--- config.mk ---
export PLATFORM = sky130hd
export DESIGN_NAME = muldiv_ctrl
export DESIGN_NICKNAME = d
export VERILOG_FILES = /design/src/rtl/muldiv_pkg.sv /design/src/rtl/muldiv_ctrl.sv
export SDC_FILE = /design/constraint.sdc
export NUM_CORES = 1
export LEC_CHECK = 0
export ABC_AREA = 1
export CORE_ASPECT_RATIO = 1.5
export CORE_MARGIN = 4
export CORE_UTILIZATION = 30
export DETAILED_ROUTE_END_ITERATION = 12
export GPL_ROUTABILITY_DRIVEN = 0
export HOLD_SLACK_MARGIN = 0.15
export PLACE_DENSITY_LB_ADDON = 0.15
export SLEW_MARGIN = 25
export SYNTH_ARGS = -nofsm -noshare
export SYNTH_HDL_FRONTEND = slang
export SYNTH_SLANG_ARGS = --single-unit
--- constraint.sdc ---
create_clock -name CLK -period 1.65 [get_ports CLK]
set_input_delay 0.33 -clock CLK [delete_from_list [all_inputs] [get_ports CLK]]
set_output_delay 0.33 -clock CLK [all_outputs]
set_load 0.005 [all_outputs]
--- src/rtl/muldiv_pkg.sv ---
// Shared encodings for the multiply/divide sequencer.
package muldiv_pkg;

   typedef enum logic [2:0] {
      OP_MULT  = 3'd0,
      OP_MULTU = 3'd1,
      OP_DIV   = 3'd2,
      OP_DIVU  = 3'd3,
      OP_MFHI  = 3'd4,
      OP_MFLO  = 3'd5,
      OP_MTHI  = 3'd6,
      OP_MTLO  = 3'd7
   } md_op_e;

   typedef enum logic [1:0] {
      IDLE  = 2'd0,
      MBUSY = 2'd1,
      DBUSY = 2'd2
   } md_state_e;

   localparam int TIMEOUT_DEF = 64;

endpackage

--- src/rtl/muldiv_ctrl.sv ---
// Multiply/divide sequencer: launches the iterative units, gates their completion
// into HI/LO, handles MTHI/MTLO, divide-by-zero, abort and a busy watchdog.
module muldiv_ctrl
   import muldiv_pkg::*;
#(
   parameter int TIMEOUT = TIMEOUT_DEF,
   parameter int CNT_W   = 7
) (
   input  logic       CLK,
   input  logic       RST,
   input  logic       md_valid,
   input  logic [2:0] md_op,
   input  logic       divisor_zero,
   input  logic       md_abort,
   input  logic       mult_done,
   input  logic       div_done,
   output logic       mult_start,
   output logic       div_start,
   output logic       md_signed,
   output logic       unit_cancel,
   output logic       mult_wr,
   output logic       div_wr,
   output logic       hi_lo_en,
   output logic       hi_lo_sel,
   output logic       md_stall,
   output logic       busy,
   output logic       dz_pulse,
   output logic       timeout_err
);

   localparam logic [CNT_W-1:0] CNT_LAST = CNT_W'(TIMEOUT - 1);

   md_state_e        state, state_nxt;
   logic [CNT_W-1:0] cnt;
   logic             launch, signed_nxt, unit_done;
   md_op_e           op;

   assign op       = md_op_e'(md_op);
   assign busy     = (state != IDLE);
   assign md_stall = md_valid & busy & ~md_abort;

   always_ff @(posedge CLK or negedge RST) begin
      if (!RST) begin
         state     <= IDLE;
         cnt       <= '0;
         md_signed <= 1'b0;
      end else begin
         state <= state_nxt;
         if (launch) begin
            cnt       <= '0;
            md_signed <= signed_nxt;
         end else if (busy) begin
            cnt <= cnt + 1'b1;
         end
      end
   end

   // Priority while busy: abort, then the matching done, then the watchdog.
   always_comb begin
      state_nxt   = state;
      launch      = 1'b0;
      signed_nxt  = 1'b0;
      mult_start  = 1'b0;
      div_start   = 1'b0;
      unit_cancel = 1'b0;
      mult_wr     = 1'b0;
      div_wr      = 1'b0;
      hi_lo_en    = 1'b0;
      hi_lo_sel   = 1'b0;
      dz_pulse    = 1'b0;
      timeout_err = 1'b0;
      unit_done   = (state == MBUSY) ? mult_done : div_done;

      case (state)
         IDLE: begin
            if (md_valid && !md_abort) begin
               case (op)
                  OP_MULT, OP_MULTU: begin
                     mult_start = 1'b1;
                     launch     = 1'b1;
                     signed_nxt = (op == OP_MULT);
                     state_nxt  = MBUSY;
                  end
                  OP_DIV, OP_DIVU: begin
                     if (divisor_zero) begin
                        dz_pulse = 1'b1;
                     end else begin
                        div_start  = 1'b1;
                        launch     = 1'b1;
                        signed_nxt = (op == OP_DIV);
                        state_nxt  = DBUSY;
                     end
                  end
                  OP_MTHI: begin
                     hi_lo_en  = 1'b1;
                     hi_lo_sel = 1'b1;
                  end
                  OP_MTLO: hi_lo_en = 1'b1;
                  default: ;
               endcase
            end
         end
         MBUSY, DBUSY: begin
            if (md_abort) begin
               unit_cancel = 1'b1;
               state_nxt   = IDLE;
            end else if (unit_done) begin
               mult_wr   = (state == MBUSY);
               div_wr    = (state == DBUSY);
               state_nxt = IDLE;
            end else if (cnt == CNT_LAST) begin
               timeout_err = 1'b1;
               unit_cancel = 1'b1;
               state_nxt   = IDLE;
            end
         end
         default: state_nxt = IDLE;
      endcase
   end

endmodule

==> key figures, run 1 <==
Pwr
  – Internal: 1.21 mW
  – Sw frac: 39.5%
  – Power per cell area: 1510 mW/mm2
  – Leakage: 0.674 nW
  – Seq pwr share: 20.2%
  – Clock power frac: 11.2%
  – Switching power: 0.790 mW
  – Max VDD drop: 1210 uV
  – Logic pwr share: 68.6%

Route
  – DRT iter0 DRCs: 7
  – Vias per inst: 4.72
  – Residual DRC: 0
  – Via count: 841
  – Routed len/inst: 12.2 um
  – Final WL: 2180 um
  – Final ANT Viol Nets: 0
  – First-pass iteration count of the detailed router: 4

Global route
  – Gr usage total: 16.3%
  – Global-route wire length before repair: 3570 um
  – Initial antenna violation count: 0
  – Vias in the first global route: 891
  – Total gr overflow: 0
  – Pin count of the biggest net entering global routing: 11

Clock tree
  – Worst-path clk slew: 0.07 ns
  – Clock root buffer: clkbuf_4
  – Clk_lat worst skew: 0.27 ns
  – CTS Hold Bufs: 0
  – Clock buffer depth: 2
  – CTS Buf Count: 3
  – Clock sinks: 10
  – CTS tree: yes
  – Htree depth: 1

Synth
  – YS warnings: 0
  – Mapped Avg Cell Area: 7.26 um2
  – Syn_nets: 106
  – Synth Area in Compound Gates: 7.87%
  – Largest family of logic cells by synthesized area: simple AND/OR/NAND/NOR gates
  – Post-Synth Adder-Cell Area: 7.49%
  – Yosys cell types: 19
  – Post-Syn Area: 668 um2
  – Synth Instances: 92
  – Synth Area in XOR/XNOR: 0%
  – Register bit total from synthesis: 10
  – Fraction of synthesized area in multiplexers: 0%
  – Sequential-to-total area share from yosys stat: 37.5%
  – Simple-Gate Fraction of Synth Area: 39.9%

Timing
  – Min Clock Period, post-route: 1.76 ns
  – Final setup fails: 8
  – Final setup skew: 0.00472 ns
  – Highest Clock Rate: 567 MHz
  – Relative slew margins: 68.2%
  – Slew Limit Fails: 0
  – Worst-margin pin slew: 0.476 ns
  – Fin crit share: 107%
  – Setup TNS: -0.479 ns
  – Fin. Hold Viols: 0
  – RSZ-0062 raised after global routing: true
  – Setup WS post-layout: -0.113 ns

Min path
  – Worst min path class: input pin to async pin

Worst setup path
  – WP buf/inv: 3
  – CP peak stage delay: 0.39 ns
  – Setup Crit Path Kind: flop to output pin
  – Slowest-stage cell, CP: dfrtp_1
  – Critical-path maximum fanout: 3
  – Crit start category: flop
  – Crit path max-delay family: flip-flops
  – Arrival time worst endpoint: 1.43 ns
  – Crit end category: output pin
  – CP required: 1.32 ns
  – CP cell instances: inv_2 > ha_4 > inv_2 > nand2_4 > nand2_4 > nor2_4 > o21a_1 > buf_2

Placed design
  – Post-Place Setup Slack: -0.482 ns
  – Post-DP HPWL: 1500 um
  – PortBufs: 21

Floorplan
  – Core area: 0.00208 mm2
  – Die area: 0.00306 mm2
  – Die extent in y: 65.8 um
  – Die width: 46.5 um
  – IO Pins: 22
  – Initial Utilization: 32.2%
  – Row count: 20

Final layout
  – Diode count: 0
  – Area Overhead vs Synth: 98.9%
  – Most frequent cells in the layout: buf_4, nand2_1, nand3_1, buf_2
  – Most common cell after layout, fill and taps aside: buf_4
  – Layout net count: 171
  – Share of layout cells above drive strength 1: 55.1%

Run status
  – Status: complete, but fails checks
  – Failing checks: negative setup slack

Job
  – Max-Cap Viols: 0
==> state kept, by name, summed over array words and instances, names as in the netlist <==
signal and flops:
cnt 7, state 2, md_signed 1
==> repair_timing <==
action	in CTS	in global routing
resized for setup	68	17
endpoints found under the setup margin	11	12
pin swaps	12	9
buffers inserted	11	7
==> cell families after synthesis <==
logic type / count (synthesis)
AO/OA/AOI/OAI: 10
flip-flops: 10
adder cells (fa/ha/maj): 4
AND/OR/NAND/NOR: 56
buffers and inverters: 12
==> power groups by stage <==
stage	Combinational [mW]	Clock [mW]	Sequential (mW)
after CTS	1.21	0.233	0.399
after floorplan	0.445	0	0.420
after global routing	1.51	0.245	0.421
final	1.37	0.224	0.405
after global placement	0.985	0	0.397
after detailed placement	1.00	0	0.399
==> routing by layer <==
metal | share of wire (%) | track usage [%]
met1 | 37 | 15.4
met2 | 58 | 31.6
met5 | 0 | 0
met3 | 2.6 | 2.45
met4 | 2.1 | 7.47
==> stage by stage <==
| step | area (um2) | power [mW] | hold WS [ns] | instances | utilization, % |
|---|---|---|---|---|---|
| after floorplan | 668 | 0.865 | 0.0344 | 92 | - |
| after global placement | 1080 | 1.38 | 0.480 | 158 | 51.9 |
| after detailed placement | 1080 | 1.40 | 0.487 | 158 | 51.9 |
| after CTS | 1220 | 1.84 | 0.382 | 172 | 58.9 |
| after global routing | 1330 | 2.18 | 0.398 | 178 | 64.0 |
| final | 1330 | 2.00 | 0.382 | 178 | 64.0 |
==> worst paths after layout <==
check,from,end,slack [ns],cells after the start
hold / removal,RST,cnt[1]$_DFFE_PN0P_,0.38,1
min in group CLK,md_signed$_DFFE_PN0P_,md_signed$_DFFE_PN0P_,0.50,2
hold reg to reg,md_signed$_DFFE_PN0P_,md_signed$_DFFE_PN0P_,0.50,2
setup / recovery,state[1]$_DFFE_PN0P_,unit_cancel,-0.11,8
setup reg to reg,state[0]$_DFFE_PN0P_,state[1]$_DFFE_PN0P_,0.05,11
max in group asynchronous,RST,state[0]$_DFFE_PN0P_,0.92,1
==> synth_stat cells <==
cell     number  area, um2
nand4_1       3       18.8
nand3_1      12       60.1
a21oi_1       4       20.0
ha_1          4       50.1
nor2_2        1       6.26
buf_4         1       7.51
nand2_2       3       18.8
nand2_1      20       75.1
inv_2         1       3.75
nor3_2        1       10.0
inv_1        10       37.5
o21ai_0       5       25.0
nor3_1        3       15.0
o21a_1        1       7.51
nor4_1        1       6.26
nor2_4        1       11.3
nor2_1       10       37.5
nor3b_1       1       7.51
dfrtp_1      10        250
==> final cells by class <==
| cell class | instances | area, um2 |
|---|---|---|
| inverters | 11 | 41.3 |
| clock buffers | 4 | 36.3 |
| flip-flops and latches | 10 | 251 |
| repair buffers | 61 | 472 |
| well taps | 22 | 27.5 |
| fillers | 178 | 748 |
| multi-input cells | 70 | 500 |
Power figures use the tool's default switching activity.
==> inputs of run 2 (changes only) <==
--- a/config.mk
+++ b/config.mk
@@ -6,9 +6,8 @@
 export NUM_CORES = 1
 export LEC_CHECK = 0
 export ABC_AREA = 1
-export CORE_ASPECT_RATIO = 1.5
 export CORE_MARGIN = 4
-export CORE_UTILIZATION = 30
+export CORE_UTILIZATION = 44
 export DETAILED_ROUTE_END_ITERATION = 12
 export GPL_ROUTABILITY_DRIVEN = 0
 export HOLD_SLACK_MARGIN = 0.15
==> run 2 against run 1 <==
The run still ends with negative setup slack left; clock skew decreased by 0.0039 ns; critical path depth unchanged; cell area decreased by 10%; utilization increased by 23 points; first-iteration DRC count increased to 3.4 times the previous value; flip-flop and latch count unchanged; count of clock-buffer cells in the layout decreased by 1; non-clock buffer count decreased by 14; worst hold slack about the same; fmax decreased by 1.1%; critical path type unchanged; critical endpoint unchanged; largest cell class unchanged.
==> key figures, run 2 (same netlist as run 1, synthesis figures left out) <==
Run status
  – Status: complete, but fails checks
  – Failing checks: negative setup slack

Timing
  – Setup TNS: -0.544 ns
  – Final setup fails: 9
  – Fin crit share: 108%
  – Highest Clock Rate: 561 MHz
  – Min Clock Period, post-route: 1.78 ns
  – Relative slew margins: 70.4%
  – Final setup skew: 0.000866 ns
  – RSZ-0062 raised after global routing: true
  – Setup WS post-layout: -0.132 ns
  – Fin. Hold Viols: 0
  – Worst-margin pin slew: 0.442 ns
  – Slew Limit Fails: 0

Clock tree
  – CTS Buf Count: 3
  – Clock sinks: 10
  – Clk_lat worst skew: 0.26 ns
  – Clock root buffer: clkbuf_4
  – Worst-path clk slew: 0.06 ns
  – CTS Hold Bufs: 0
  – CTS tree: yes
  – Htree depth: 1
  – Clock buffer depth: 2

Global route
  – Global-route wire length before repair: 3530 um
  – Gr usage total: 23.0%
  – Pin count of the biggest net entering global routing: 11
  – Total gr overflow: 0
  – Initial antenna violation count: 0
  – Vias in the first global route: 828

Final layout
  – Final Cell Area: 0.00119 mm2
  – Final non-filler cell total: 156
  – Largest register FFs: 7
  – Most common cell after layout, fill and taps aside: buf_4
  – Diode count: 0
  – Most frequent cells in the layout: buf_4, nand2_1, nand3_1, dfrtp_1, buf_2
  – # fillers: 73
  – Share of layout cells above drive strength 1: 49.6%
  – Most flops, register: cnt
  – Area Overhead vs Synth: 78.5%
  – Multi-input gate area: 487 um2
  – Largest registers: cnt: 7 flops, state: 2 flops, md_signed: 1 flops
  – Reg area: 250 um2
  – Layout net count: 157

Route
  – Final ANT Viol Nets: 0
  – DRT iter0 DRCs: 24
  – Via count: 792
  – Vias per inst: 5.08
  – Final WL: 2180 um
  – First-pass iteration count of the detailed router: 6
  – Routed len/inst: 13.9 um
  – Residual DRC: 0

Worst setup path
  – Slowest-stage cell, CP: dfrtp_1
  – Arrival time worst endpoint: 1.45 ns
  – R2R setup slack: 0.10 ns
  – CP required: 1.32 ns
  – R2R depth: 9
  – Crit end category: output pin
  – CP peak stage delay: 0.40 ns
  – Most used cell, CP: nand2_2
  – Setup Crit Path Kind: flop to output pin
  – Critical-path maximum fanout: 2
  – Crit start category: flop
  – CP cell instances: buf_6 > ha_4 > inv_2 > nand2_2 > nand2_2 > nor2_1 > o21a_1 > buf_2

Pwr
  – Sw frac: 40.7%
  – Switching power: 0.782 mW
  – Seq pwr share: 21.0%
  – Pwr Total: 1.92 mW
  – Clock power frac: 8.3%
  – Power per cell area: 1610 mW/mm2
  – Logic pwr share: 70.7%
  – Max VDD drop: 1430 uV
  – Internal: 1.14 mW
  – Leakage: 0.583 nW

Placed design
  – Post-Place Setup Slack: -0.479 ns
  – Post-DP HPWL: 1380 um
  – Placed cell area: 0.00104 mm2
  – PortBufs: 21
  – Placed Cells: 147

Floorplan
  – IO Pins: 22
  – Die extent in y: 47.0 um
  – Initial Utilization: 48.9%
  – Die area: 0.00221 mm2
  – Die width: 47.0 um
  – Row count: 13
  – Core area: 0.00137 mm2

Min path
  – Worst min path class: input pin to async pin

Job
  – Max-Cap Viols: 0
[run 2: path summary, 6_finish.rpt]
check	to	start
min in group CLK	md_signed$_DFFE_PN0P_	md_signed$_DFFE_PN0P_
max in group asynchronous	md_signed$_DFFE_PN0P_	RST
min reg2reg	md_signed$_DFFE_PN0P_	md_signed$_DFFE_PN0P_
max reg2reg	state[1]$_DFFE_PN0P_	state[1]$_DFFE_PN0P_
max	unit_cancel	state[0]$_DFFE_PN0P_
min	cnt[3]$_DFFE_PN0P_	RST
[run 2: timing repair]
action	in CTS	in global routing
resized for setup	67	12
setup endpoints to repair	11	11
buffers inserted	5	2
hold endpoints to repair	0	0
pin swaps	11	3
[run 2: critical path: cells and delay by family, from the launching register on]
kind / cells / cell delay [ns]
buffers and inverters: 3 / 0.30
adders and majority gates: 1 / 0.15
AOI/OAI and AO/OA: 1 / 0.18
DFF: 1 / 0.40
and+or+nand+nor: 3 / 0.16
[run 2: final cells by class]
| cell class | count | share of cell area, % |
|---|---|---|
| Clock buffer | 3 | 1.89 |
| Inverter | 11 | 3.67 |
| Multi-Input combinational cell | 70 | 40.8 |
| Sequential cell | 10 | 21.0 |
| Tap cell | 15 | 1.57 |
| Timing Repair Buffer | 47 | 31.1 |
[run 2: power by group through the flow]
stage	clock network, mW	logic [mW]	registers, mW
2_1_floorplan	0	0.445	0.420
3_3_place_gp	0	0.926	0.399
3_5_place_dp	0	0.955	0.402
4_1_cts	0.165	1.25	0.401
5_1_grt	0.179	1.48	0.418
6_report	0.159	1.36	0.405
[run 2: per-layer routing]
layer	GRT usage, %	routed length [um]	share of wire [%]	vias to the layer above
li1	-	-	-	406
met1	28.0	944	43	364
met2	38.2	1090	50	18
met3	7.28	112	5.1	4
met4	7.73	30	1.4	0
met5	0	0	0	-
[run 2: metrics by stage]
stage / util (%) / hold slack, ns
floorplan: - / 0.0344
global placement: 76.1 / 0.468
detailed placement: 76.1 / 0.493
CTS: 84.4 / 0.390
global route: 87.3 / 0.398
finish: 87.3 / 0.382
==> inputs of run 3 (changes only) <==
--- a/config.mk
+++ b/config.mk
@@ -6,9 +6,11 @@
 export NUM_CORES = 1
 export LEC_CHECK = 0
 export ABC_AREA = 1
+export CAP_MARGIN = 20
 export CORE_MARGIN = 4
-export CORE_UTILIZATION = 44
+export CORE_UTILIZATION = 50
 export DETAILED_ROUTE_END_ITERATION = 12
+export DONT_BUFFER_PORTS = 1
 export GPL_ROUTABILITY_DRIVEN = 0
 export HOLD_SLACK_MARGIN = 0.15
 export PLACE_DENSITY_LB_ADDON = 0.15
@@ -16,3 +18,4 @@
 export SYNTH_ARGS = -nofsm -noshare
 export SYNTH_HDL_FRONTEND = slang
 export SYNTH_SLANG_ARGS = --single-unit
+export TNS_END_PERCENT = 5
==> run 3 against run 2 <==
The flow still finishes with violations (negative setup slack); final cell count fell by 24%; highest routed layer is now met3; combinational power down 39%; wire length shrank 21%; power is 25% lower; largest power group unchanged; count of clock-buffer cells in the layout is the same; clock skew rose by 0.0071 ns; first-iteration DRC count up 4.2%; clock power up 4%.
==> key figures, run 3 (same netlist as run 1, synthesis figures left out) <==
Clock tree
  – Clock buffer depth: 2
  – Htree depth: 1
  – Clk_lat worst skew: 0.27 ns
  – Worst-path clk slew: 0.07 ns
  – Clock sinks: 10
  – Clock root buffer: clkbuf_4
  – CTS tree: yes
  – CTS Buf Count: 3

Global route
  – Vias in the first global route: 558
  – Grt met2 use: 22.9%
  – Gr busiest metal: met1
  – Gr usage total: 17.1%
  – Total gr overflow: 0
  – GRT met1 Usage: 24.1%
  – Global-route wire length before repair: 2490 um
  – Grt met3 use: 8.94%
  – Pin count of the biggest net entering global routing: 11
  – Initial antenna violation count: 0

Timing
  – Slew Limit Fails: 0
  – Highest Clock Rate: 594 MHz
  – RSZ-0062 raised after global routing: true
  – Final setup fails: 2
  – Setup WS post-layout: -0.0338 ns
  – Relative slew margins: 68.2%
  – Fin. Hold Viols: 0
  – Final setup skew: 0.00800 ns
  – Min Clock Period, post-route: 1.68 ns
  – Worst-margin pin slew: 0.475 ns
  – Setup TNS: -0.0574 ns
  – Fin crit share: 102%

Route
  – Routed len/inst: 14.5 um
  – DRT iter0 DRCs: 25
  – First-pass iteration count of the detailed router: 4
  – Residual DRC: 0
  – Via count: 675
  – Final WL: 1730 um
  – Final ANT Viol Nets: 0
  – Vias per inst: 5.67

Final layout
  – Most flops, register: cnt
  – Diode count: 0
  – Fin util: 73.8%
  – Share of layout cells above drive strength 1: 35.2%
  – Layout net count: 121
  – Most frequent cells in the layout: nand2_1, nand3_1, buf_4
  – Largest registers: cnt: 7 flops, state: 2 flops, md_signed: 1 flops
  – Largest register FFs: 7
  – Most common cell after layout, fill and taps aside: nand2_1
  – Area Overhead vs Synth: 31.1%

Min path
  – Hold path startpoint: md_op[0]
  – Worst min path class: input pin to flop
  – Hold Path Sink: md_signed$_DFFE_PN0P_
  – Worst Hold Path Cells: 1

Floorplan
  – Die extent in y: 44.6 um
  – Die area: 0.00199 mm2
  – Initial Utilization: 56.3%
  – Die width: 44.6 um
  – IO Pins: 22
  – Core area: 0.00119 mm2
  – Row count: 12

Worst setup path
  – Crit end category: output pin
  – R2R depth: 6
  – CP required: 1.32 ns
  – Reg2reg start: state[0]$_DFFE_PN0P_
  – R2R setup slack: 0.23 ns
  – Arrival time worst endpoint: 1.35 ns
  – Worst r2r dst: cnt[6]$_DFFE_PN0P_
  – Crit path from: cnt[0]$_DFFE_PN0P_
  – Setup Crit Path Kind: flop to output pin
  – Critical-path maximum fanout: 4
  – Crit start category: flop

Placed design
  – Post-DP HPWL: 1180 um
  – PortBufs: 0

Pwr
  – Max VDD drop: 1090 uV
  – Power per cell area: 1650 mW/mm2
  – Leakage: 0.390 nW

Run status
  – Failing checks: negative setup slack
  – Status: complete, but fails checks

Job
  – Max-Cap Viols: 0
[run 3: cell types whose count changed in the layout (fill, tap and decap cells not counted), sizes merged]
cell and change:
clkbuf -1, clkdlybuf4s50 -8, dlygate4sd3 +1, buf -26
dlygate4sd2 -2
[run 3: critical path, cell delays in order (launching register included)]
cell and delay, ns:
dfrtp_1 0.40, ha_4 0.16, inv_2 0.04, nor2_2 0.12, nand2_2 0.12, nor2_2 0.12, o21a_1 0.14
[run 3: where the power goes]
part / leakage [nW] / internal [mW] / switching [mW]
Combinational: 0.249 / 0.378 / 0.457
Sequential: 0.128 / 0.347 / 0.0983
Clock: 0.0138 / 0.0842 / 0.0823
[run 3: what timing repair did]
item                       in CTS  in global routing
gates resized for setup         9                 13
hold endpoints to repair       10                  0
pin swaps                       0                  8
hold buffers                    1                  0
setup buffers                   3                  4
setup endpoints to repair       7                  7
[run 3: worst max-delay path by stage]
stage / depth (start not counted) / end
2_1_floorplan: 6 / div_start
3_3_place_gp: 5 / div_start
3_5_place_dp: 5 / div_start
4_1_cts: 5 / unit_cancel
5_1_grt: 6 / unit_cancel
6_report: 6 / unit_cancel
[run 3: per-layer routing]
layer	vias up	wire [um]	share of wire [%]
met5	-	0	0
met2	40	767	44
met3	0	201	12
li1	331	-	-
met1	304	758	44
met4	0	0	0
[run 3: layout make-up]
cell class,count,area [um2]
multi-input cells,70,458
well taps,14,17.5
clock buffers,3,22.5
inverters,11,41.3
repair buffers,11,85.1
flip-flops and latches,10,251
fillers,95,310
[run 3: metrics by stage]
stage                     total power [mW]  worst slack, ns  hold slack [ns]  instance area, um2  cells
after floorplan                      0.865            0.174           0.0344                 668     92
after global placement                1.02            0.130           0.0346                 701    108
after detailed placement              1.03            0.124           0.0346                 701    108
after CTS                             1.32          -0.0191            0.189                 790    115
after global routing                  1.58           -0.133            0.181                 876    119
final                                 1.45          -0.0338            0.182                 876    119
